[config.mk]
export PLATFORM = sky130hd
export DESIGN_NAME = alu_share_arbiter
export DESIGN_NICKNAME = d
export VERILOG_FILES = /design/src/rtl/alu_arb_pkg.sv /design/src/rtl/alu_share_arbiter_rr_arb2.sv /design/src/rtl/alu_share_arbiter.sv
export SDC_FILE = /design/constraint.sdc
export NUM_CORES = 1
export LEC_CHECK = 0
export ABC_AREA = 1
export ABC_CLOCK_PERIOD_IN_PS = 2100
export CAP_MARGIN = 40
export CORE_ASPECT_RATIO = 1.1
export CORE_MARGIN = 2
export CORE_UTILIZATION = 41
export CTS_CLUSTER_DIAMETER = 150
export CTS_CLUSTER_SIZE = 25
export DETAILED_ROUTE_END_ITERATION = 16
export HOLD_SLACK_MARGIN = 0.12
export PLACE_DENSITY = 0.9
export SLEW_MARGIN = 20
export SYNTH_ARGS = -nofsm -noshare
export SYNTH_HDL_FRONTEND = slang
export SYNTH_SLANG_ARGS = --single-unit
[constraint.sdc]
create_clock -name clk -period 2.1 [get_ports clk]
set_input_delay 0.21 -clock clk [delete_from_list [all_inputs] [get_ports clk]]
set_output_delay 0.21 -clock clk [all_outputs]
set_load 0.005 [all_outputs]
[src/rtl/alu_arb_pkg.sv]
// Shared types and default sizes for the two-requester ALU sharing arbiter.
package alu_arb_pkg;

    localparam int DEFAULT_WIDTH = 4;
    localparam int DEFAULT_SEL_W = 2;
    localparam int DEFAULT_CNT_W = 8;

    typedef enum logic [1:0] {
        IDLE = 2'd0,
        EXEC = 2'd1,
        RESP = 2'd2
    } state_t;

    typedef logic req_id_t;

endpackage

[src/rtl/alu_share_arbiter_rr_arb2.sv]
// Two-request round-robin grant logic; purely combinational, pointer kept by the parent.
module rr_arb2
    import alu_arb_pkg::*;
(
    input  logic [1:0] valid,
    input  req_id_t    last_grant,
    input  logic       enable,
    output logic [1:0] grant
);

    always_comb begin
        grant = 2'b00;
        if (enable) begin
            case (valid)
                2'b01:   grant = 2'b01;
                2'b10:   grant = 2'b10;
                // On a tie the requester that did not win last time goes first.
                2'b11:   grant = (last_grant == 1'b1) ? 2'b01 : 2'b10;
                default: grant = 2'b00;
            endcase
        end
    end

endmodule

[src/rtl/alu_share_arbiter.sv]
// Shares one combinational ALU between two requesters: round-robin accept,
// registered operands, one execute cycle, then a per-requester response.
module alu_share_arbiter
    import alu_arb_pkg::*;
#(
    parameter int WIDTH = DEFAULT_WIDTH,
    parameter int SEL_W = DEFAULT_SEL_W,
    parameter int CNT_W = DEFAULT_CNT_W
) (
    input  logic             clk,
    input  logic             reset,

    input  logic             req0_valid,
    output logic             req0_ready,
    input  logic [WIDTH-1:0] req0_a,
    input  logic [WIDTH-1:0] req0_b,
    input  logic [SEL_W-1:0] req0_s,

    input  logic             req1_valid,
    output logic             req1_ready,
    input  logic [WIDTH-1:0] req1_a,
    input  logic [WIDTH-1:0] req1_b,
    input  logic [SEL_W-1:0] req1_s,

    output logic             rsp0_valid,
    input  logic             rsp0_ready,
    output logic [WIDTH-1:0] rsp0_f,

    output logic             rsp1_valid,
    input  logic             rsp1_ready,
    output logic [WIDTH-1:0] rsp1_f,

    output logic [WIDTH-1:0] alu_a,
    output logic [WIDTH-1:0] alu_b,
    output logic [SEL_W-1:0] alu_s,
    input  logic [WIDTH-1:0] alu_f,

    output logic             busy,
    output logic [CNT_W-1:0] op_count,
    output state_t           dbg_state
);

    // Handshakes: a transfer happens at a rising edge where valid and ready are
    // both high. A source holds valid and payload until that edge; ready may
    // depend combinationally on valid. Request ready is only ever given in IDLE,
    // and response payload stays constant while valid is high and ready is low.

    state_t           state_q;
    state_t           state_d;
    req_id_t          owner_q;
    req_id_t          last_grant_q;
    logic [WIDTH-1:0] alu_a_q;
    logic [WIDTH-1:0] alu_b_q;
    logic [SEL_W-1:0] alu_s_q;
    logic [WIDTH-1:0] result_q;
    logic [CNT_W-1:0] op_count_q;

    logic [1:0]       grant;
    logic             arb_enable;
    logic             accept;
    req_id_t          grant_id;
    logic             owner_ready;
    logic             rsp_fire;

    assign arb_enable = (state_q == IDLE);

    rr_arb2 u_rr_arb2 (
        .valid      ({req1_valid, req0_valid}),
        .last_grant (last_grant_q),
        .enable     (arb_enable),
        .grant      (grant)
    );

    assign accept      = grant[0] | grant[1];
    assign grant_id    = grant[1];
    assign owner_ready = (owner_q == 1'b1) ? rsp1_ready : rsp0_ready;
    assign rsp_fire    = (state_q == RESP) && owner_ready;

    always_comb begin
        state_d = state_q;
        case (state_q)
            IDLE:    if (accept) state_d = EXEC;
            EXEC:    state_d = RESP;
            RESP:    if (rsp_fire) state_d = IDLE;
            default: state_d = IDLE;
        endcase
    end

    always_ff @(posedge clk) begin
        if (reset) begin
            state_q <= IDLE;
        end else begin
            state_q <= state_d;
        end
    end

    // Operands are only loaded on an accepted request, so the ALU inputs are
    // quiet while idle; a reset mid-operation drops the result unanswered.
    always_ff @(posedge clk) begin
        if (reset) begin
            alu_a_q      <= '0;
            alu_b_q      <= '0;
            alu_s_q      <= '0;
            result_q     <= '0;
            op_count_q   <= '0;
            owner_q      <= 1'b0;
            last_grant_q <= 1'b1;
        end else begin
            if (accept) begin
                alu_a_q      <= (grant_id == 1'b1) ? req1_a : req0_a;
                alu_b_q      <= (grant_id == 1'b1) ? req1_b : req0_b;
                alu_s_q      <= (grant_id == 1'b1) ? req1_s : req0_s;
                owner_q      <= grant_id;
                last_grant_q <= grant_id;
            end
            if (state_q == EXEC) begin
                result_q <= alu_f;
            end
            if (rsp_fire) begin
                op_count_q <= op_count_q + CNT_W'(1);
            end
        end
    end

    assign req0_ready = grant[0];
    assign req1_ready = grant[1];

    assign rsp0_valid = (state_q == RESP) && (owner_q == 1'b0);
    assign rsp1_valid = (state_q == RESP) && (owner_q == 1'b1);
    assign rsp0_f     = result_q;
    assign rsp1_f     = result_q;

    assign alu_a      = alu_a_q;
    assign alu_b      = alu_b_q;
    assign alu_s      = alu_s_q;

    assign busy       = (state_q != IDLE);
    assign op_count   = op_count_q;
    assign dbg_state  = state_q;

endmodule

==> results of run 1 <==
[per-stage QoR]
stage / util / instances / instance area (µm²) / hold WS (ns) / setup WS (ns)
2_1_floorplan: - / 203 / 1328 / 0.2791 / 0.9219
3_5_place_dp: 0.6422 / 294 / 1974 / 0.4546 / 0.3820
3_3_place_gp: 0.6422 / 294 / 1974 / 0.4501 / 0.3996
6_report: 0.6593 / 298 / 2027 / 0.4540 / 0.1917
4_1_cts: 0.6593 / 298 / 2027 / 0.4444 / 0.1602
5_1_grt: 0.6593 / 298 / 2027 / 0.4447 / 0.07136
[worst max-delay path, delay by kind of cell, from the launching register on]
kind / cells / cell delay, ns
buffers and inverters: 2 / 0.60
AND/OR/NAND/NOR: 2 / 0.41
flip-flops: 1 / 0.37
[per-layer routing]
layer | share of wire | global-route usage | vias to the layer above
met5 | 0 | 0 | -
met3 | 0.065 | 0.05544 | 4
li1 | - | - | 749
met4 | 0.0075 | 0.06977 | 0
met2 | 0.52 | 0.3366 | 40
met1 | 0.41 | 0.2081 | 654
[flip-flops by register name, summed over array words and instances, names as in the netlist]
signal	count
op_count	8
alu_a	4
alu_b	4
rsp0_f	4
alu_s	2
dbg_state	2
last_grant_q	1
owner_q	1
[kinds of logic (layout without fill, tap and decap cells)]
logic type               after synthesis  after routing  share of synthesized area
AND/OR/NAND/NOR                      102            102                     0.3487
flip-flops                            26             26                     0.3921
buffers and inverters                 50            111                     0.1565
AO/OA/AOI/OAI                         24             24                    0.09331
adder cells (fa/ha/maj)                1              1                   0.009424
[layout by cell type, fill, tap and decap left out, drive strengths merged]
cell type / n
clkdlybuf4s50: 62
nand4: 12
nor3b: 1
nand2: 44
o21ai: 10
inv: 39
nor3: 1
ha: 1
clkbuf: 3
nor2: 28
bufinv: 1
a21oi: 14
buf: 6
nand3: 16
dfxtp: 26
[final cells by class]
cell class / instances / area, µm²
fillers: 255 / 1047
repair buffers: 68 / 665.6
multi-input cells: 127 / 599.3
flip-flops and latches: 26 / 520.5
inverters: 39 / 146.4
well taps: 34 / 42.54
clock inverters: 1 / 30.03
clock buffers: 3 / 22.52
[worst paths after layout]
| check | cells past startpoint | endpoint | start |
|---|---|---|---|
| setup / recovery | 4 | req0_ready | dbg_state[0]$_SDFFE_PP0P_ |
| hold reg to reg | 2 | alu_a[0]$_SDFFE_PP0P_ | alu_a[0]$_SDFFE_PP0P_ |
| setup reg to reg | 6 | op_count[4]$_SDFFE_PP0P_ | op_count[0]$_SDFFE_PP0P_ |
| hold / removal | 3 | rsp0_f[3]$_SDFFE_PP0N_ | alu_f[3] |
[where the power goes]
part | switching, mW | internal (mW)
clock | 0.153 | 0.193
combinational | 0.147 | 0.190
sequential | 0.0273 | 0.532
==> flow_summary.toml, run 1 <==
[die]
fp-row-count = 21
design.die.area_um2 = 3710
start_util = 0.4318
io-pin-count = 63
die_w_um = 58.26
core_area_um2 = 3074
die_h_um = 63.68

[finish]
areaGrowthSynthToFinish_pct = 52.69
final_nets = 296
antenna_cells = 0
drive_gt1_frac = 0.06818

[synthesis]
yosysTopAreaCell = "dfxtp_1"
yosysUniqueCellTypes = 20
syn_area_um2 = 1328
syn_avg_cell_area_um2 = 6.540
ys_seq_area_frac = 0.3921
syn-num-nets = 234
synth-seq-cells = 26
synthFlopType = "dfxtp_1"
synth.most_common_cell = "nand2_1"
ys_top_cells_by_count = "nand2_1 (42), inv_1 (37), dfxtp_1 (26), nor2_1 (26), nand3_1 (15)"
yosysWarnings = 0
synth_edf_count = 0
synth-async-reset-ratio = 0
netlist.area_leader.share = 0.3921
synth_area_leaders = "dfxtp_1 (39%), nand2_1 (12%), inv_1 (10%), nor2_1 (7.4%), nand3_1 (5.7%)"
synth_cells = 203

[routing]
drt-wirelength-per-cell_um = 11.16
first_iter_violations = 31
drc = 0
num_vias = 1447
ant_nets = 0
drt-total-wl_mm = 3.326
drt_pass1_iterations = 4
via_per_inst = 4.856

[timing]
tightest_slew_ns = 0.3830
hold_viol = 0
maxSlewViolCount = 0
rsz0062_at_grt = "no"
relSlewSlack = 0.7446
setup_tns_ns = 0
setup_violations = 0
period_needed_ns = 1.908
period_share = 0.9087
fin_skew_ns = 0.008180
fmax_mhz = 524.0

[worst_setup_path]
crit_slowest_cell = "clkdlybuf4s50_1"
crit_chain = "nor2_4, inv_1, nor3b_1, clkdlybuf4s50_1"
critPathMaxFanout = 7
worstPathArrival_ns = 1.70
endpoint_kind = "output pin"
max_stage_delay_ns = 0.52
crit_path_start_kind = "register"
required_ns = 1.89
rrSetupSlack_ns = 0.73
crit_type = "reg -> out"

[cts]
cts_buffers = 3
cts_tree = "yes"
clock_latency_ns = 0.32
cts_hold_buf = 0
cts_setup_buffers = 0
clkSlewWorstSetupHoldPaths_ns = 0.15
cts_resized = 0
clock-root-buffer = "clkbuf_4"
cts_sinks = 26
cts_buffer_depth = 2
htreeDepth = 1

[placement]
io_buffers = 62
place_congestion = 0.8098
hpwl_mm = 2.567

[global_routing]
grt_first_pass_wirelength_mm = 5.609
antenna_found_initial = 0
grt_max_degree = 16
grt-ovfl-total = 0
grt_use_total = 0.1895
grt_pass1_vias = 1372

[power]
finalPower_mw = 1.242
ir_drop_v = 0.0003965
p_leak_nw = 0.9096
pwr_density_cell_nw_per_um2 = 612.9

[job]
maxCapViolCount = 0

[outcome]
outcome = "complete, no violations"

[hold_path]
hold_path_class = "in -> reg"
Power figures use the tool's default switching activity.
==> run 2, diff against run 1 <==
==> constraint.sdc (replaced) <==
create_clock -name clk -period 2.1 [get_ports clk]
set_input_delay 0.42 -clock clk [delete_from_list [all_inputs] [get_ports clk]]
set_output_delay 0.42 -clock clk [all_outputs]
set_load 0.005 [all_outputs]
==> run 2 against run 1 <==
- sequential share of layout area down 0.41 points
- register-to-register slack better by 0.06 ns
- first-iteration DRC count unchanged
- count of clock-buffer cells in the layout unchanged
- combinational power up 3%
- sequential cell count unchanged
- critical path depth down 1
- global-route usage up 0.90 points
- routed wire length up 5.0%
- via count up 1.5%
- clock power up 2%
- setup slack worse by 0.065 ns
==> flow_summary.toml, run 2 (synthesized netlist as in run 1, its figures left out) <==
[routing]
first_iter_violations = 31
num_vias = 1468
via_per_inst = 4.861
drt_pass1_iterations = 4
drt-wirelength-per-cell_um = 11.56
drt-total-wl_mm = 3.491
drc = 0
ant_nets = 0

[finish]
antenna_cells = 0
layout_common_cells = "clkdlybuf4s50_1 (59), nand2_1 (41), inv_1 (37), nor2_1 (26), dfxtp_1 (26)"
final_nets = 300
largest_reg_flops = 8
areaGrowthSynthToFinish_pct = 55.14
seq_area_um2 = 520.5
multi_input_area_um2 = 601.8
utilization = 0.6699
fill_cells = 269
mostFrequentLayoutCell = "clkdlybuf4s50_1"
drive_gt1_frac = 0.08582

[timing]
period_needed_ns = 1.973
relSlewSlack = 0.7619
fin_ws_ns = 0.1268
maxSlewViolCount = 0
hold_viol = 0
fmax_mhz = 506.8
period_share = 0.9396
setup_tns_ns = 0
rsz0062_at_grt = "no"
tightest_slew_ns = 0.3568
setup_violations = 0
fin_skew_ns = 0.009106

[die]
die_h_um = 63.68
io-pin-count = 63
design.die.area_um2 = 3710
core_area_um2 = 3074
die_w_um = 58.26
start_util = 0.4318
fp-row-count = 21

[global_routing]
grt_use_total = 0.1984
grt_max_degree = 16
grt-ovfl-total = 0
use_met3 = 0.04723
antenna_found_initial = 0
met1_usage = 0.2161
grt_pass1_vias = 1425
busiest_layer = "met2"
grt.met2_usage = 0.3537
grt_first_pass_wirelength_mm = 5.830

[cts]
cts_buffers = 3
htreeDepth = 1
cts_buffer_depth = 2
clock_latency_ns = 0.33
cts_tree = "yes"
clkSlewWorstSetupHoldPaths_ns = 0.15
clock-root-buffer = "clkbuf_4"
cts_hold_buf = 0
cts_sinks = 26

[hold_path]
hold_path_class = "reg -> reg"

[power]
power.share.clock = 0.279
swShare = 0.2668
p_leak_nw = 0.9421
pwr-share-seq = 0.445
power_frac_comb = 0.275
ir_drop_v = 0.0003731
p_sw_mw = 0.3355
pwr_density_cell_nw_per_um2 = 610.7
internal-power_mw = 0.9222

[worst_setup_path]
critPathMaxFanout = 4
max_stage_delay_ns = 0.51
endpoint_kind = "output pin"
crit_type = "reg -> out"
worstPathArrival_ns = 1.55
required_ns = 1.68
crit_chain = "nand2_2, nor2_1, clkdlybuf4s50_1"
crit_slowest_cell = "clkdlybuf4s50_1"
crit_path_start_kind = "register"

[placement]
hpwl_mm = 2.672
place_congestion = 0.8125
io_buffers = 62
dpl_worst_slack_ns = -0.05097

[outcome]
outcome = "complete, no violations"

[job]
maxCapViolCount = 0
## run 2: worst max-delay path: cells and delay by family (launching register included)
family | cells | cell delay, ns
flip-flops | 1 | 0.46
buffers and inverters | 1 | 0.51
AND/OR/NAND/NOR | 2 | 0.25
## run 2: area by class of cell
type / instances / share of cell area
Sequential cell: 26 / 0.2527
Clock inverter: 1 / 0.01458
Tap cell: 34 / 0.02066
Inverter: 39 / 0.07108
Multi-Input combinational cell: 127 / 0.2922
Timing Repair Buffer: 72 / 0.3378
Clock buffer: 3 / 0.01094
## run 2: metal layers
| metal | routed length (µm) | part of all wire |
|---|---|---|
| met4 | 61 | 0.017 |
| met5 | 0 | 0 |
| met2 | 1759 | 0.50 |
| met1 | 1452 | 0.42 |
| met3 | 217 | 0.062 |
## run 2: metrics by stage
stage / power, mW / hold WS [ns] / cells / area [µm²]
3_3_place_gp: 0.9079 / 0.4504 / 297 / 1997
6_report: 1.258 / 0.4771 / 302 / 2059
3_5_place_dp: 0.9145 / 0.4574 / 297 / 1997
4_1_cts: 1.265 / 0.4781 / 302 / 2054
5_1_grt: 1.316 / 0.5065 / 302 / 2059
2_1_floorplan: 0.7216 / 0.4512 / 203 / 1328
## run 2: worst paths after layout
| kind | start | cells after the start | slack (ns) | end |
|---|---|---|---|---|
| worst max-delay path | dbg_state[1]$_SDFFE_PP0P_ | 3 | 0.13 | rsp1_valid |
| worst min-delay path | alu_s[1]$_SDFFE_PP0P_ | 2 | 0.48 | alu_s[1]$_SDFFE_PP0P_ |
| worst max register to register | op_count[0]$_SDFFE_PP0P_ | 6 | 0.79 | op_count[4]$_SDFFE_PP0P_ |
| worst min register to register | alu_s[1]$_SDFFE_PP0P_ | 2 | 0.48 | alu_s[1]$_SDFFE_PP0P_ |
## run 2: what timing repair did
| item | in CTS | in global routing |
|---|---|---|
| pin swaps | 1 | 0 |
| gates resized for setup | 2 | 2 |
| setup buffers | 1 | 0 |
| hold endpoints to repair | 0 | 0 |
| endpoints found under the setup margin | 1 | 1 |
## run 2: power by group through the flow
stage	Combinational, mW	Clock [mW]	Sequential, mW
3_3_place_gp	0.338	0	0.570
5_1_grt	0.382	0.367	0.567
6_report	0.346	0.351	0.560
4_1_cts	0.347	0.357	0.561
3_5_place_dp	0.344	0	0.571
2_1_floorplan	0.151	0	0.571
